$ cat src/rtl/lcd_dma_axi_reader_if.sv
// AXI4 read-address / read-data channel bundle between the LCD DMA reader and its slave.
interface lcd_dma_axi_reader_if;
  logic [31:0] M_AXI_ARADDR;
  logic [7:0]  M_AXI_ARLEN;
  logic [2:0]  M_AXI_ARSIZE;
  logic [1:0]  M_AXI_ARBURST;
  logic [3:0]  M_AXI_ARCACHE;
  logic [2:0]  M_AXI_ARPROT;
  logic        M_AXI_ARVALID;
  logic        M_AXI_ARREADY;
  logic [31:0] M_AXI_RDATA;
  logic [1:0]  M_AXI_RRESP;
  logic        M_AXI_RLAST;
  logic        M_AXI_RVALID;
  logic        M_AXI_RREADY;

  modport master (
    output M_AXI_ARADDR, M_AXI_ARLEN, M_AXI_ARSIZE, M_AXI_ARBURST,
    output M_AXI_ARCACHE, M_AXI_ARPROT, M_AXI_ARVALID, M_AXI_RREADY,
    input  M_AXI_ARREADY, M_AXI_RDATA, M_AXI_RRESP, M_AXI_RLAST, M_AXI_RVALID
  );

  modport slave (
    input  M_AXI_ARADDR, M_AXI_ARLEN, M_AXI_ARSIZE, M_AXI_ARBURST,
    input  M_AXI_ARCACHE, M_AXI_ARPROT, M_AXI_ARVALID, M_AXI_RREADY,
    output M_AXI_ARREADY, M_AXI_RDATA, M_AXI_RRESP, M_AXI_RLAST, M_AXI_RVALID
  );
endinterface

$ cat src/rtl/lcd_dma_axi_reader.sv
// Fixed-length AXI4 INCR burst reader feeding lcd_dma_fifo; one burst per DMA_START,
// every returned beat forwarded as a registered one-cycle DMA_RD_DATA_VALID pulse.
module lcd_dma_axi_reader #(
  parameter int          BURST_SIZE  = 8,
  parameter logic [3:0]  AXI_ARCACHE = 4'b0011
) (
  input  logic        CLK,
  input  logic        RESET,
  input  logic [29:0] DMA_RD_ADDR,
  input  logic        DMA_START,
  output logic        DMA_READY,
  output logic [31:0] DMA_RD_DATA,
  output logic        DMA_RD_DATA_VALID,
  output logic [2:0]  ERROR_STATUS,
  input  logic        ERROR_CLEAR,
  lcd_dma_axi_reader_if.master m_axi
);

  localparam logic [7:0]  LAST_BEAT = 8'(BURST_SIZE - 1);
  localparam logic [12:0] SPAN      = 13'(4 * BURST_SIZE - 1);

  typedef enum logic [1:0] {IDLE, ADDR, DATA} state_t;

  state_t      state, state_nxt;
  logic [31:0] araddr;
  logic [7:0]  beat_cnt;
  logic        start_ok, ar_hs, r_hs, last_beat;
  logic [12:0] end_off;
  logic [2:0]  err_set;

  assign start_ok  = (state == IDLE) && DMA_START;
  assign ar_hs     = m_axi.M_AXI_ARVALID && m_axi.M_AXI_ARREADY;
  assign r_hs      = m_axi.M_AXI_RVALID && m_axi.M_AXI_RREADY;
  assign last_beat = (beat_cnt == LAST_BEAT);

  // Bit 12 of the last byte offset within the 4KB page flags a page crossing.
  assign end_off = {1'b0, DMA_RD_ADDR[9:0], 2'b00} + SPAN;

  assign err_set[0] = r_hs && (m_axi.M_AXI_RRESP != 2'b00);
  assign err_set[1] = r_hs && (m_axi.M_AXI_RLAST != last_beat);
  assign err_set[2] = start_ok && end_off[12];

  always_ff @(posedge CLK) begin
    if (RESET) state <= IDLE;
    else       state <= state_nxt;
  end

  always_comb begin
    state_nxt = state;
    case (state)
      IDLE:    if (DMA_START) state_nxt = ADDR;
      ADDR:    if (ar_hs) state_nxt = DATA;
      DATA:    if (r_hs && last_beat) state_nxt = IDLE;
      default: state_nxt = IDLE;
    endcase
  end

  // ARVALID/RREADY are pure state decodes, so never combinational on ARREADY.
  always_comb begin
    DMA_READY           = (state == IDLE);
    m_axi.M_AXI_ARVALID = (state == ADDR);
    m_axi.M_AXI_RREADY  = (state == DATA);
  end

  always_ff @(posedge CLK) begin
    if (RESET) begin
      araddr            <= '0;
      beat_cnt          <= '0;
      DMA_RD_DATA       <= '0;
      DMA_RD_DATA_VALID <= 1'b0;
      ERROR_STATUS      <= '0;
    end else begin
      DMA_RD_DATA_VALID <= r_hs;
      if (r_hs) begin
        DMA_RD_DATA <= m_axi.M_AXI_RDATA;
        beat_cnt    <= beat_cnt + 8'd1;
      end
      if (start_ok) begin
        araddr   <= {DMA_RD_ADDR, 2'b00};
        beat_cnt <= '0;
      end
      // A fresh error in the same cycle as ERROR_CLEAR survives the clear.
      ERROR_STATUS <= (ERROR_CLEAR ? 3'b000 : ERROR_STATUS) | err_set;
    end
  end

  assign m_axi.M_AXI_ARADDR  = araddr;
  assign m_axi.M_AXI_ARLEN   = LAST_BEAT;
  assign m_axi.M_AXI_ARSIZE  = 3'b010;
  assign m_axi.M_AXI_ARBURST = 2'b01;
  assign m_axi.M_AXI_ARCACHE = AXI_ARCACHE;
  assign m_axi.M_AXI_ARPROT  = 3'b000;

endmodule
$ cat src/flat_wrapper.sv
// flat-port wrapper written by rule: the top's interface ports become plain ports
module lcd_dma_axi_reader_flat 
#(
  parameter int          BURST_SIZE  = 8,
  parameter logic [3:0]  AXI_ARCACHE = 4'b0011
)
  (CLK, RESET, DMA_RD_ADDR, DMA_START, DMA_READY, DMA_RD_DATA, DMA_RD_DATA_VALID, ERROR_STATUS, ERROR_CLEAR, m_axi_M_AXI_ARADDR, m_axi_M_AXI_ARLEN, m_axi_M_AXI_ARSIZE, m_axi_M_AXI_ARBURST, m_axi_M_AXI_ARCACHE, m_axi_M_AXI_ARPROT, m_axi_M_AXI_ARVALID, m_axi_M_AXI_RREADY, m_axi_M_AXI_ARREADY, m_axi_M_AXI_RDATA, m_axi_M_AXI_RRESP, m_axi_M_AXI_RLAST, m_axi_M_AXI_RVALID);
  lcd_dma_axi_reader_if m_axi_i ();
  input  logic CLK;
  input  logic RESET;
  input  logic [29:0] DMA_RD_ADDR;
  input  logic DMA_START;
  output logic DMA_READY;
  output logic [31:0] DMA_RD_DATA;
  output logic DMA_RD_DATA_VALID;
  output logic [2:0] ERROR_STATUS;
  input  logic ERROR_CLEAR;
  output wire logic [$bits(m_axi_i.M_AXI_ARADDR)-1:0] m_axi_M_AXI_ARADDR;
  output wire logic [$bits(m_axi_i.M_AXI_ARLEN)-1:0] m_axi_M_AXI_ARLEN;
  output wire logic [$bits(m_axi_i.M_AXI_ARSIZE)-1:0] m_axi_M_AXI_ARSIZE;
  output wire logic [$bits(m_axi_i.M_AXI_ARBURST)-1:0] m_axi_M_AXI_ARBURST;
  output wire logic [$bits(m_axi_i.M_AXI_ARCACHE)-1:0] m_axi_M_AXI_ARCACHE;
  output wire logic [$bits(m_axi_i.M_AXI_ARPROT)-1:0] m_axi_M_AXI_ARPROT;
  output wire logic [$bits(m_axi_i.M_AXI_ARVALID)-1:0] m_axi_M_AXI_ARVALID;
  output wire logic [$bits(m_axi_i.M_AXI_RREADY)-1:0] m_axi_M_AXI_RREADY;
  input wire logic [$bits(m_axi_i.M_AXI_ARREADY)-1:0] m_axi_M_AXI_ARREADY;
  input wire logic [$bits(m_axi_i.M_AXI_RDATA)-1:0] m_axi_M_AXI_RDATA;
  input wire logic [$bits(m_axi_i.M_AXI_RRESP)-1:0] m_axi_M_AXI_RRESP;
  input wire logic [$bits(m_axi_i.M_AXI_RLAST)-1:0] m_axi_M_AXI_RLAST;
  input wire logic [$bits(m_axi_i.M_AXI_RVALID)-1:0] m_axi_M_AXI_RVALID;
  assign m_axi_M_AXI_ARADDR = m_axi_i.M_AXI_ARADDR;
  assign m_axi_M_AXI_ARLEN = m_axi_i.M_AXI_ARLEN;
  assign m_axi_M_AXI_ARSIZE = m_axi_i.M_AXI_ARSIZE;
  assign m_axi_M_AXI_ARBURST = m_axi_i.M_AXI_ARBURST;
  assign m_axi_M_AXI_ARCACHE = m_axi_i.M_AXI_ARCACHE;
  assign m_axi_M_AXI_ARPROT = m_axi_i.M_AXI_ARPROT;
  assign m_axi_M_AXI_ARVALID = m_axi_i.M_AXI_ARVALID;
  assign m_axi_M_AXI_RREADY = m_axi_i.M_AXI_RREADY;
  assign m_axi_i.M_AXI_ARREADY = m_axi_M_AXI_ARREADY;
  assign m_axi_i.M_AXI_RDATA = m_axi_M_AXI_RDATA;
  assign m_axi_i.M_AXI_RRESP = m_axi_M_AXI_RRESP;
  assign m_axi_i.M_AXI_RLAST = m_axi_M_AXI_RLAST;
  assign m_axi_i.M_AXI_RVALID = m_axi_M_AXI_RVALID;
  lcd_dma_axi_reader #(.BURST_SIZE(BURST_SIZE), .AXI_ARCACHE(AXI_ARCACHE)) u_core (.CLK(CLK), .RESET(RESET), .DMA_RD_ADDR(DMA_RD_ADDR), .DMA_START(DMA_START), .DMA_READY(DMA_READY), .DMA_RD_DATA(DMA_RD_DATA), .DMA_RD_DATA_VALID(DMA_RD_DATA_VALID), .ERROR_STATUS(ERROR_STATUS), .ERROR_CLEAR(ERROR_CLEAR), .m_axi(m_axi_i));
endmodule
$ cat config.mk
export PLATFORM = sky130hd
export DESIGN_NAME = lcd_dma_axi_reader_flat
export DESIGN_NICKNAME = d
export VERILOG_FILES = /design/src/rtl/lcd_dma_axi_reader_if.sv /design/src/rtl/lcd_dma_axi_reader.sv /design/src/flat_wrapper.sv
export SDC_FILE = /design/constraint.sdc
export NUM_CORES = 1
export LEC_CHECK = 0
export BUFFER_PORTS_ARGS = -buffer_cell sky130_fd_sc_hd__buf_2
export CORE_MARGIN = 4
export CORE_UTILIZATION = 44
export CTS_CLUSTER_SIZE = 8
export DETAILED_ROUTE_END_ITERATION = 6
export PLACE_DENSITY = 0.79
export SYNTH_ARGS = -nofsm -noshare
export SYNTH_HDL_FRONTEND = slang
export SYNTH_SLANG_ARGS = --single-unit
$ cat constraint.sdc
create_clock -name CLK -period 2.5 [get_ports CLK]
set_clock_uncertainty 0.15 [all_clocks]
set_input_delay 0.125 -clock CLK [delete_from_list [all_inputs] [get_ports CLK]]
set_output_delay 0.125 -clock CLK [all_outputs]
set_load 0.05 [all_outputs]
# Yosys cells after proc, flatten, opt, wreduce, memory -nomap -nowiden
# Index checks and enable logic that the tools add are counted.
# totals
reg_bits	76
word_cells	32
input_bits	71
output_inout_bits	91
# op_classes
bitwise	1
n_reduce_logical	11
n_eq_ne	7
mux	5
n_addsub	2
# op_table
operator	n
adder 12 x 5 -> 13 bit (second input constant)	1
adder 8 x 1 -> 8 bit (second input constant)	1
equality test 8 x 3 -> 1 bit (second input constant)	1
logical AND 1 bit	7
2-to-1 mux 2 bit	3
!= test 2 bit (second input constant)	3
one-hot mux 2 bit (3 select lines)	1
2-to-1 mux 3 bit	1
bitwise OR 3 bit	1
AND reduction 3 bit	1
equality test 2 x 1 -> 1 bit (second input constant)	1
equality test 2 bit (second input constant)	1
logical NOT 2 bit	1
nonzero test 2 bit	1
OR reduction 2 bit	1
!= test 1 bit	1

# Longest topological paths before layout
# Gate-level depths: netlist of run 1.
# logic_depth
depth_word	5
ltp_mapped	6
mapped_depth_nobuf	4

# Least setup slack after synthesis of run 1
# No wires, ideal clock.
# synth_path
path_type	register -> register
start	reg u_core.state[1]
end	reg u_core.ERROR_STATUS[2]
arrival_time_ns	1.521
setup_ns	0.070
stages_incl_launch_ff	6
synth_period_minus_slack_ns	1.742
n_path_buf	2
required_time_ns	2.280
slack_ns	0.758
path_cell_list	dfxtp_1 buf_6 or3b_1 clkbuf_1 or4_1 a21oi_1
# synth_via
elab_chain_len	4
# synth_rtl
element	line	rtl
start, declared	lcd_dma_axi_reader.sv:24	state_t state, state_nxt;
start signal, assigned	lcd_dma_axi_reader.sv:45	else state <= state_nxt;
logical NOT 2 bit	lcd_dma_axi_reader.sv:31	assign start_ok = (state == IDLE) && DMA_START;
logical AND 1 bit	lcd_dma_axi_reader.sv:31	
logical AND 1 bit	lcd_dma_axi_reader.sv:41	assign err_set[2] = start_ok && end_off[12];
bitwise OR 3 bit	lcd_dma_axi_reader.sv:83	ERROR_STATUS <= (ERROR_CLEAR ? 3'b000 : ERROR_STATUS) | err_set;
end signal, assigned	lcd_dma_axi_reader.sv:83	
end, declared	lcd_dma_axi_reader.sv:14	output logic [2:0] ERROR_STATUS,
# Every way passes these cells.
# A chain may end at the register's enable or synchronous reset.

# Worst setup path after layout of run 1
# layout_path
start	reg u_core.beat_cnt[3]
end	reg u_core.ERROR_STATUS[1]
# layout_via
elab_chain_len	4
# layout_rtl
element	line	rtl
start, declared	lcd_dma_axi_reader.sv:26	logic [7:0] beat_cnt;
start signal, assigned	lcd_dma_axi_reader.sv:76	beat_cnt <= beat_cnt + 8'd1;
equality test 8 x 3 -> 1 bit	lcd_dma_axi_reader.sv:34	assign last_beat = (beat_cnt == LAST_BEAT);
!= test 1 bit	lcd_dma_axi_reader.sv:40	assign err_set[1] = r_hs && (m_axi.M_AXI_RLAST != last_beat);
logical AND 1 bit	lcd_dma_axi_reader.sv:40	
bitwise OR 3 bit	lcd_dma_axi_reader.sv:83	
# Every way passes these cells.

==> results.yml, run 1 <==
grt:
  grt_busiest_layer: "met2"
  grt_use_total_pct: 22.67
  grt_start_max_net_pins: 37
  global_routing_usage_on_met2_pct: 37.66
  global_route.usage.met1_pct: 24.83
  grt_first_pass_wirelength_um: 15240
  first_global_vias: 3293
  gr-usage-met3_pct: 8.097
  initial_antenna_violation_count: 0
  grt_overflow_total: 0
run:
  cap_viol_max_count: 0
clock_tree:
  cts_repair_resize_count: 0
  cts_made_buffers: 9
  insertion_delay_ps: 330
  count_of_h_tree_levels_built_during_cts: 3
  clock_tree.root_cell: "sky130_fd_sc_hd__clkbuf_8"
  cts_tree: "built"
  cts_buffer_depth: 2
  cts_hold_repair.buffers: 68
  cts_sinks: 76
  postCtsSetupBuffers: 0
  cts.reportedPaths.clkPinSlew_ps: 70
placed_design:
  sum_of_net_half_perimeters_after_detailed_placement_um: 5414
  place_inst: 567
  gpl.final_weighted_congestion: 0.8055
  port_buffers: 139
  placed_area_sq_mm: 0.003590
  dpl_worst_slack_ps: 733.9
worst_setup_path:
  timing.setup.critical_path_class: "flop to flop"
  worst-endpoint-required_ps: 2630
  cpMostUsedCell: "sky130_fd_sc_hd__or4_1"
  critical_path.top_delay_family: "simple AND/OR/NAND/NOR gates"
  crit_path_max_incr_delay_ps: 570
  critPathSlowestCell: "sky130_fd_sc_hd__or4_1"
  worst-path-max-fanout: 7
  setup.worst_path.end_class: "flop"
  worstPathCellList: "or4_1 > or4_1 > nand3_1 > dlygate4sd3_1"
  critical_path_arrival_ps: 2380
  worstSetupStartpointType: "flop"
  bufs_and_invs_on_worst_path: 1
timing:
  final_ws_setup_ps: 246.8
  min_period_over_period_pct: 90.13
  clock.fmax_ghz: 0.4438
  final_hold_viol_count: 0
  timing_max_transition_violations_final: 0
  rsz0062_at_grt: "no"
  tightestPinTransition_ps: 649.5
  timing.slew.headroom_pct: 56.70
  timing.final.crit_period_ps: 2253
  report.final.setup_viol: 0
  hold-worst-slack_ps: 27.95
  fin_setup_tns_ps: 0
floorplan:
  die-area_sq_mm: 0.008060
  fp-row-count: 29
  die_height_um: 89.78
  coreArea_sq_mm: 0.006422
  dieWidth_um: 89.78
  io_pins: 162
  initial_core_util_pct: 45.82
layout:
  antenna-diode-count: 0
  finalNetCount: 641
  stdcell_area_sq_mm: 0.004448
  final_cell_count_no_fill: 648
  final_core_utilization_pct: 69.26
  drive_above_1_share_pct: 27.67
  layout-area-overhead-vs-synth_pct: 51.15
  fillers: 489
outcome:
  run_status: "completed"
logic_synthesis:
  syn-cell-area_sq_mm: 0.002943
  synthesis.yosys.warnings: 0
  synth.largest_area_cell: "sky130_fd_sc_hd__dfxtp_1"
  ys_seq_elements: 76
  synthesis.instances: 372
  netlist.area_leader.share_pct: 51.70
  yosys-top-cells-area: "sky130_fd_sc_hd__dfxtp_1, sky130_fd_sc_hd__nand2_1, sky130_fd_sc_hd__a21oi_1, sky130_fd_sc_hd__buf_4, sky130_fd_sc_hd__clkbuf_1"
  synth_cell_types: 28
  post_synth.cell_area_avg_sq_um: 7.911
  synth.yosys.seq_area_share_pct: 51.70
routing:
  via_per_inst: 4.946
  route.vias.total: 3205
  drt_first_iter_violations: 155
  wire_length_reported_by_the_detailed_router_um: 8955
  route.detailed.wl_per_inst_um: 13.82
  ant_nets: 0
  dr.pass1.iters: 4
  drc: 0
worst_hold_path:
  hold_path.class: "primary input to flop"
pwr:
  peakVddDrop_mv: 0.4440
  p_leak_nw: 2.027
  p_per_area_mw_per_mm2: 615.0
  report.power.total_mw: 2.736
## worst reg2reg max path: stages (launching register included)
cell	delay (ps)
sky130_fd_sc_hd__dfxtp_1	360
sky130_fd_sc_hd__or4_1	570
sky130_fd_sc_hd__or4_1	490
sky130_fd_sc_hd__nand3_1	90
sky130_fd_sc_hd__dlygate4sd3_1	540
## cell type report
type                            count  area [sq um]  share of cell area (%)
Multi-Input combinational cell    268          1231                   27.68
Clock buffer                       10         137.6                   3.094
Tap cell                           77         96.34                   2.166
Clock inverter                      3         40.04                  0.9001
Inverter                            2         7.507                  0.1688
Sequential cell                    76          1521                   34.21
Timing Repair Buffer              212          1414                   31.79
## cells in the final DEF, fill, tap and decap left out, types with 2 or more instances in the layout
cell and instances:
sky130_fd_sc_hd__a21oi_1 72, sky130_fd_sc_hd__nand4_1 3, sky130_fd_sc_hd__buf_2 139, sky130_fd_sc_hd__clkinv_2 2, sky130_fd_sc_hd__nand3b_1 2, sky130_fd_sc_hd__nor2b_1 2, sky130_fd_sc_hd__conb_1 22, sky130_fd_sc_hd__or4_1 5
sky130_fd_sc_hd__dfxtp_1 76, sky130_fd_sc_hd__inv_1 2, sky130_fd_sc_hd__o21ai_0 4, sky130_fd_sc_hd__dlygate4sd3_1 68, sky130_fd_sc_hd__nand4b_1 2, sky130_fd_sc_hd__o31ai_1 3, sky130_fd_sc_hd__nand2_1 131, sky130_fd_sc_hd__nand2b_1 4
sky130_fd_sc_hd__clkbuf_8 10, sky130_fd_sc_hd__nor2_1 4, sky130_fd_sc_hd__nand3_1 2, sky130_fd_sc_hd__or3_1 3, sky130_fd_sc_hd__buf_4 5
## routing by layer
layer  wire length (um)  part of all wire [%]
met5                  0                     0
met4                430                   4.8
met3                846                   9.4
met2               4319                    48
met1               3357                    37
## cell usage after synthesis
cell                        number
sky130_fd_sc_hd__nand2_1       131
sky130_fd_sc_hd__dfxtp_1        76
sky130_fd_sc_hd__a21oi_1        72
sky130_fd_sc_hd__clkbuf_1       23
sky130_fd_sc_hd__buf_4          22
sky130_fd_sc_hd__or4_1           5
sky130_fd_sc_hd__nand2b_1        4
sky130_fd_sc_hd__nor2_1          4
sky130_fd_sc_hd__o21ai_0         4
sky130_fd_sc_hd__nand4_1         3
sky130_fd_sc_hd__o31ai_1         3
sky130_fd_sc_hd__or3_1           3
sky130_fd_sc_hd__conb_1          2
sky130_fd_sc_hd__inv_1           2
sky130_fd_sc_hd__nand3_1         2
sky130_fd_sc_hd__nand3b_1        2
sky130_fd_sc_hd__nand4b_1        2
sky130_fd_sc_hd__nor2b_1         2
sky130_fd_sc_hd__and3b_1         1
sky130_fd_sc_hd__buf_6           1
sky130_fd_sc_hd__ha_1            1
sky130_fd_sc_hd__nand4bb_1       1
sky130_fd_sc_hd__nor3_1          1
sky130_fd_sc_hd__nor3b_1         1
sky130_fd_sc_hd__o211ai_1        1
sky130_fd_sc_hd__or3b_1          1
sky130_fd_sc_hd__xnor2_1         1
sky130_fd_sc_hd__xor2_1          1
## final timing paths
check	from	end	slack [ps]	depth (start not counted)
setup / recovery	u_core.beat_cnt[3]$_SDFFE_PP0P_	u_core.ERROR_STATUS[1]$_SDFF_PP0_	250	4
hold / removal	m_axi_M_AXI_RVALID	u_core.DMA_RD_DATA_VALID$_SDFF_PP0_	30	3
setup reg to reg	u_core.beat_cnt[3]$_SDFFE_PP0P_	u_core.ERROR_STATUS[1]$_SDFF_PP0_	250	4
hold reg to reg	u_core.DMA_RD_DATA[6]$_SDFFE_PP0P_	u_core.DMA_RD_DATA[6]$_SDFFE_PP0P_	300	2
## sequential cells by signal, summed over array words and instances (netlist names)
| register | cells |
|---|---|
| u_core.DMA_RD_DATA | 32 |
| u_core.state | 2 |
| u_core.m_axi.M_AXI_ARADDR | 30 |
| u_core.beat_cnt | 8 |
| u_core.ERROR_STATUS | 3 |
| u_core.DMA_RD_DATA_VALID | 1 |
## power breakdown
group / leakage, nW / internal (mW) / switching [mW]
sequential: 0.618 / 1.26 / 0.0267
combinational: 1.32 / 0.181 / 0.387
clock: 0.0939 / 0.469 / 0.416
total: 2.03 / 1.91 / 0.830
## cell families after synthesis
| logic type | Yosys count | synth area share (%) |
|---|---|---|
| AND/OR/NAND/NOR | 163 | 23.89 |
| flip-flops | 76 | 51.70 |
| other | 2 | 0.2552 |
| buffers and inverters | 48 | 9.184 |
| adder cells (fa/ha/maj) | 1 | 0.4251 |
| XOR/XNOR | 2 | 0.5953 |
| AO/OA/AOI/OAI | 80 | 13.95 |
Note: power is estimated with default switching activity, not from simulation.
==> run 2, diff against run 1 <==
- CORE_UTILIZATION: 44 -> 35
- CTS_CLUSTER_DIAMETER: default -> 150
- PLACE_DENSITY: 0.79 -> 0.65
==> results.yml, run 2 (same netlist as run 1, synthesis figures left out) <==
clock_tree:
  cts_made_buffers: 9
  cts_buffer_depth: 2
  insertion_delay_ps: 340
  cts_tree: "built"
  cts.reportedPaths.clkPinSlew_ps: 70
  clock_tree.root_cell: "sky130_fd_sc_hd__clkbuf_8"
  cts_sinks: 76
  count_of_h_tree_levels_built_during_cts: 3
timing:
  fin_setup_tns_ps: 0
  final_hold_viol_count: 0
  clock.fmax_ghz: 0.4384
  rsz0062_at_grt: "no"
  hold-worst-slack_ps: 33.14
  timing_max_transition_violations_final: 0
  final_ws_setup_ps: 219.2
  min_period_over_period_pct: 91.23
  report.final.setup_viol: 0
  timing.final.crit_period_ps: 2281
routing:
  route.vias.total: 3127
  wire_length_reported_by_the_detailed_router_um: 8608
  via_per_inst: 4.592
  ant_nets: 0
  drc: 0
  drt_first_iter_violations: 102
  dr.pass1.iters: 4
  route.detailed.wl_per_inst_um: 12.64
layout:
  drive_above_1_share_pct: 27.78
  final_core_utilization_pct: 55.64
  largest_register_ff_count: 32
  registers.top_by_ff_count: "u_core.DMA_RD_DATA"
  antenna-diode-count: 0
  finalNetCount: 644
  layout-area-overhead-vs-synth_pct: 55.36
  leading_cell_types_in_the_layout_fill_and_taps_excluded: "sky130_fd_sc_hd__buf_2, sky130_fd_sc_hd__nand2_1, sky130_fd_sc_hd__dfxtp_1"
  mostFrequentLayoutCell: "sky130_fd_sc_hd__buf_2"
  final_cell_count_no_fill: 681
floorplan:
  die_height_um: 99.70
  coreArea_sq_mm: 0.008217
  die-area_sq_mm: 0.009939
  initial_core_util_pct: 35.82
  io_pins: 162
  dieWidth_um: 99.70
  fp-row-count: 33
worst_hold_path:
  hold_path.startpoint: "RESET"
  worstHoldPathCells: 3
  hold_path.class: "primary input to flop"
  whs_endpoint: "u_core.DMA_RD_DATA_VALID$_SDFF_PP0_"
placed_design:
  sum_of_net_half_perimeters_after_detailed_placement_um: 5626
  gpl.final_weighted_congestion: 0.7685
  dpl_worst_slack_ps: 804.0
  port_buffers: 139
  place_inst: 596
worst_setup_path:
  critical_path_arrival_ps: 2410
  r2r_setup_slack_ps: 220
  worst-endpoint-required_ps: 2620
  setup.worst_path.end_class: "flop"
  worstSetupStartpointType: "flop"
  r2r-end: "u_core.ERROR_STATUS[0]$_SDFF_PP0_"
  timing.reg2reg.worst_path_depth: 5
  worst_flop_to_flop_path_startpoint: "u_core.state[1]$_SDFFE_PP0P_"
  worst-path-max-fanout: 10
  timing.setup.critical_path_class: "flop to flop"
run:
  cap_viol_max_count: 0
pwr:
  peakVddDrop_mv: 0.3124
  p_per_area_mw_per_mm2: 648.2
  p_leak_nw: 2.065
grt:
  initial_antenna_violation_count: 0
  first_global_vias: 2990
  grt_overflow_total: 0
  grt_first_pass_wirelength_um: 13560
  grt_use_total_pct: 16.85
  grt_start_max_net_pins: 37
outcome:
  run_status: "completed"
run 2: cell types whose count changed in the layout (fill, tap and decap cells not counted), sizes merged:
cell | previous run | this run
clkinv | 2 | 0
buf | 144 | 145
clkinvlp | 0 | 1
bufinv | 1 | 3
clkbuf | 10 | 11
dlygate4sd3 | 68 | 70
run 2: cell type report:
| type | count | area [sq um] |
|---|---|---|
| fill | 747 | 3645 |
| timing repair buffer | 215 | 1441 |
| sequential | 76 | 1521 |
| clock buffer | 11 | 141.4 |
| multi-input combinational | 268 | 1231 |
| tap | 105 | 131.4 |
| clock inverter | 4 | 97.59 |
| inverter | 2 | 7.507 |
run 2: worst max-delay path, cell delays in order, from the launching register on:
cell,delay (ps)
sky130_fd_sc_hd__dfxtp_1,500
sky130_fd_sc_hd__and3b_1,240
sky130_fd_sc_hd__o21ai_0,90
sky130_fd_sc_hd__dlygate4sd3_1,560
sky130_fd_sc_hd__a21oi_1,140
sky130_fd_sc_hd__dlygate4sd3_1,550
run 2: what timing repair did:
action	CTS	global route
hold endpoints to repair	68	0
buffers inserted	0	0
resized for setup	0	0
hold buffers	70	0
run 2: where the power goes:
group          total [mW]  switching (mW)  internal, mW
combinational       0.565           0.382         0.183
sequential           1.28          0.0260          1.26
clock                1.12           0.431         0.686
run 2: how the worst max path moves through the flow:
stage                               startpoint                                 to  cells after the start
2_1_floorplan     u_core.state[1]$_SDFFE_PP0P_  u_core.ERROR_STATUS[2]$_SDFF_PP0_                      5
3_3_place_gp   u_core.beat_cnt[3]$_SDFFE_PP0P_  u_core.ERROR_STATUS[1]$_SDFF_PP0_                      3
3_5_place_dp      u_core.state[1]$_SDFFE_PP0P_    u_core.beat_cnt[0]$_SDFFE_PP0P_                      4
4_1_cts           u_core.state[1]$_SDFFE_PP0P_  u_core.ERROR_STATUS[0]$_SDFF_PP0_                      5
5_1_grt           u_core.state[1]$_SDFFE_PP0P_  u_core.ERROR_STATUS[0]$_SDFF_PP0_                      5
6_report          u_core.state[1]$_SDFFE_PP0P_  u_core.ERROR_STATUS[0]$_SDFF_PP0_                      5
run 2: metal layers:
| layer | GRT usage, % | vias to the layer above | wire [um] |
|---|---|---|---|
| met4 | 6.723 | 0 | 183 |
| met2 | 29.04 | 125 | 4144 |
| met5 | 0 | - | 0 |
| met1 | 18.06 | 1412 | 3428 |
| li1 | - | 1572 | - |
| met3 | 7.293 | 18 | 852 |
run 2: through the flow:
step	power [mW]	instance area (sq um)
floorplan	1.682	3018
global placement	1.785	3632
global route	3.087	4572
finish	2.963	4572
CTS	2.989	4572
detailed placement	1.789	3632
==> run 3, diff against run 2 <==
- CORE_UTILIZATION: 35 -> 39
- PLACE_DENSITY: 0.65 -> 0.72
==> results.yml, run 3 (same netlist as run 1, synthesis figures left out) <==
worst_setup_path:
  worst-endpoint-required_ps: 2630
  setup.worst_path.end_class: "flop"
  critPathSlowestCell: "sky130_fd_sc_hd__dlygate4sd3_1"
  crit_path_max_incr_delay_ps: 570
  cpMostUsedCell: "sky130_fd_sc_hd__dlygate4sd3_1"
  timing.setup.critical_path_class: "flop to flop"
  critical_path_arrival_ps: 2390
  worstSetupStartpointType: "flop"
  worst-path-max-fanout: 10
  worstPathCellList: "and3b_1 > o21ai_0 > dlygate4sd3_1 > a21oi_1 > dlygate4sd3_1"
grt:
  grt_start_max_net_pins: 66
  grt_use_total_pct: 20.39
  grt_first_pass_wirelength_um: 14550
  grt_overflow_total: 0
  first_global_vias: 3169
  initial_antenna_violation_count: 0
placed_design:
  dpl_worst_slack_ps: 806.5
  sum_of_net_half_perimeters_after_detailed_placement_um: 5514
  gpl.final_weighted_congestion: 0.7562
  port_buffers: 139
pwr:
  peakVddDrop_mv: 0.3948
  p_leak_nw: 2.057
  p_per_area_mw_per_mm2: 632.6
timing:
  final_hold_viol_count: 0
  fin_setup_tns_ps: 0
  tightestPinTransition_ps: 686.8
  report.final.setup_viol: 0
  timing_max_transition_violations_final: 0
  min_period_over_period_pct: 90.69
  final_ws_setup_ps: 232.7
  timing.slew.headroom_pct: 54.21
  rsz0062_at_grt: "no"
  timing.final.crit_period_ps: 2267
  clock.fmax_ghz: 0.4411
worst_hold_path:
  hold_path.class: "primary input to flop"
clock_tree:
  count_of_h_tree_levels_built_during_cts: 3
  cts_made_buffers: 9
  cts.reportedPaths.clkPinSlew_ps: 70
  cts_sinks: 76
  cts_buffer_depth: 2
  cts_repair_resize_count: 0
  clock_tree.root_cell: "sky130_fd_sc_hd__clkbuf_8"
  cts_tree: "built"
  insertion_delay_ps: 330
routing:
  wire_length_reported_by_the_detailed_router_um: 9162
  drt_first_iter_violations: 166
  route.vias.total: 3246
  route.detailed.wl_per_inst_um: 13.53
  ant_nets: 0
  drc: 0
  via_per_inst: 4.795
  dr.pass1.iters: 4
outcome:
  run_status: "completed"
layout:
  layout-area-overhead-vs-synth_pct: 54.55
  fillers: 603
  leading_cell_types_in_the_layout_fill_and_taps_excluded: "sky130_fd_sc_hd__buf_2, sky130_fd_sc_hd__nand2_1, sky130_fd_sc_hd__dfxtp_1"
  mostFrequentLayoutCell: "sky130_fd_sc_hd__buf_2"
  finalNetCount: 644
  registers.top_by_ff_count: "u_core.DMA_RD_DATA"
  drive_above_1_share_pct: 27.56
  largest_register_ff_count: 32
  final_core_utilization_pct: 62.37
floorplan:
  initial_core_util_pct: 40.36
  die_height_um: 94.87
  die-area_sq_mm: 0.008999
  io_pins: 162
  coreArea_sq_mm: 0.007292
  dieWidth_um: 94.87
  fp-row-count: 31
run:
  cap_viol_max_count: 0
## run 3: path summary, 6_finish.rpt
check,start,endpoint,slack (ps),cells past startpoint
setup / recovery,u_core.state[1]$_SDFFE_PP0P_,u_core.ERROR_STATUS[0]$_SDFF_PP0_,230,5
hold / removal,m_axi_M_AXI_RVALID,u_core.DMA_RD_DATA_VALID$_SDFF_PP0_,30,3
setup reg to reg,u_core.state[1]$_SDFFE_PP0P_,u_core.ERROR_STATUS[0]$_SDFF_PP0_,230,5
hold reg to reg,u_core.m_axi.M_AXI_ARADDR[11]$_SDFFE_PP0P_,u_core.m_axi.M_AXI_ARADDR[11]$_SDFFE_PP0P_,300,2
## run 3: critical path: cells and delay by family, from the launching register on
family	cells	cell delay (ps)
buffers and inverters	2	1130
flip-flops	1	480
AND/OR/NAND/NOR	1	240
AO/OA/AOI/OAI	2	210
## run 3: through the flow
step / std cells / hold WS, ps / area (sq um) / total power, mW
2_1_floorplan: 392 / 111.0 / 3018 / 1.682
3_3_place_gp: 589 / 214.3 / 3617 / 1.781
3_5_place_dp: 589 / 221.6 / 3617 / 1.786
4_1_cts: 676 / 1.098 / 4546 / 2.897
5_1_grt: 676 / 25.21 / 4546 / 3.001
6_report: 677 / 27.07 / 4548 / 2.877
## run 3: layout make-up
type	instances	area, sq um	area share (%)
multi-input cells	268	1231	27.07
repair buffers	215	1444	31.75
clock inverters	4	72.57	1.596
diodes	1	2.502	0.05502
clock buffers	12	145.1	3.191
inverters	2	7.507	0.1651
well taps	99	123.9	2.724
flip-flops and latches	76	1521	33.45
## run 3: power breakdown
part / switching [mW] / internal, mW / leakage, nW
sequential: 0.0265 / 1.26 / 0.618
clock: 0.434 / 0.589 / 0.107
combinational: 0.388 / 0.184 / 1.33
total: 0.849 / 2.03 / 2.06
## run 3: repair_timing
action	CTS	global route
endpoints found under the hold margin	67	0
setup buffers	0	0
hold buffers	71	0
## run 3: layer usage
metal	vias to the layer above	part of all wire (%)	track usage (%)
met3	24	9.2	6.454
met5	-	0	0
met1	1492	38	21.91
li1	1570	-	-
met4	0	2.7	9.976
met2	160	50	35.94
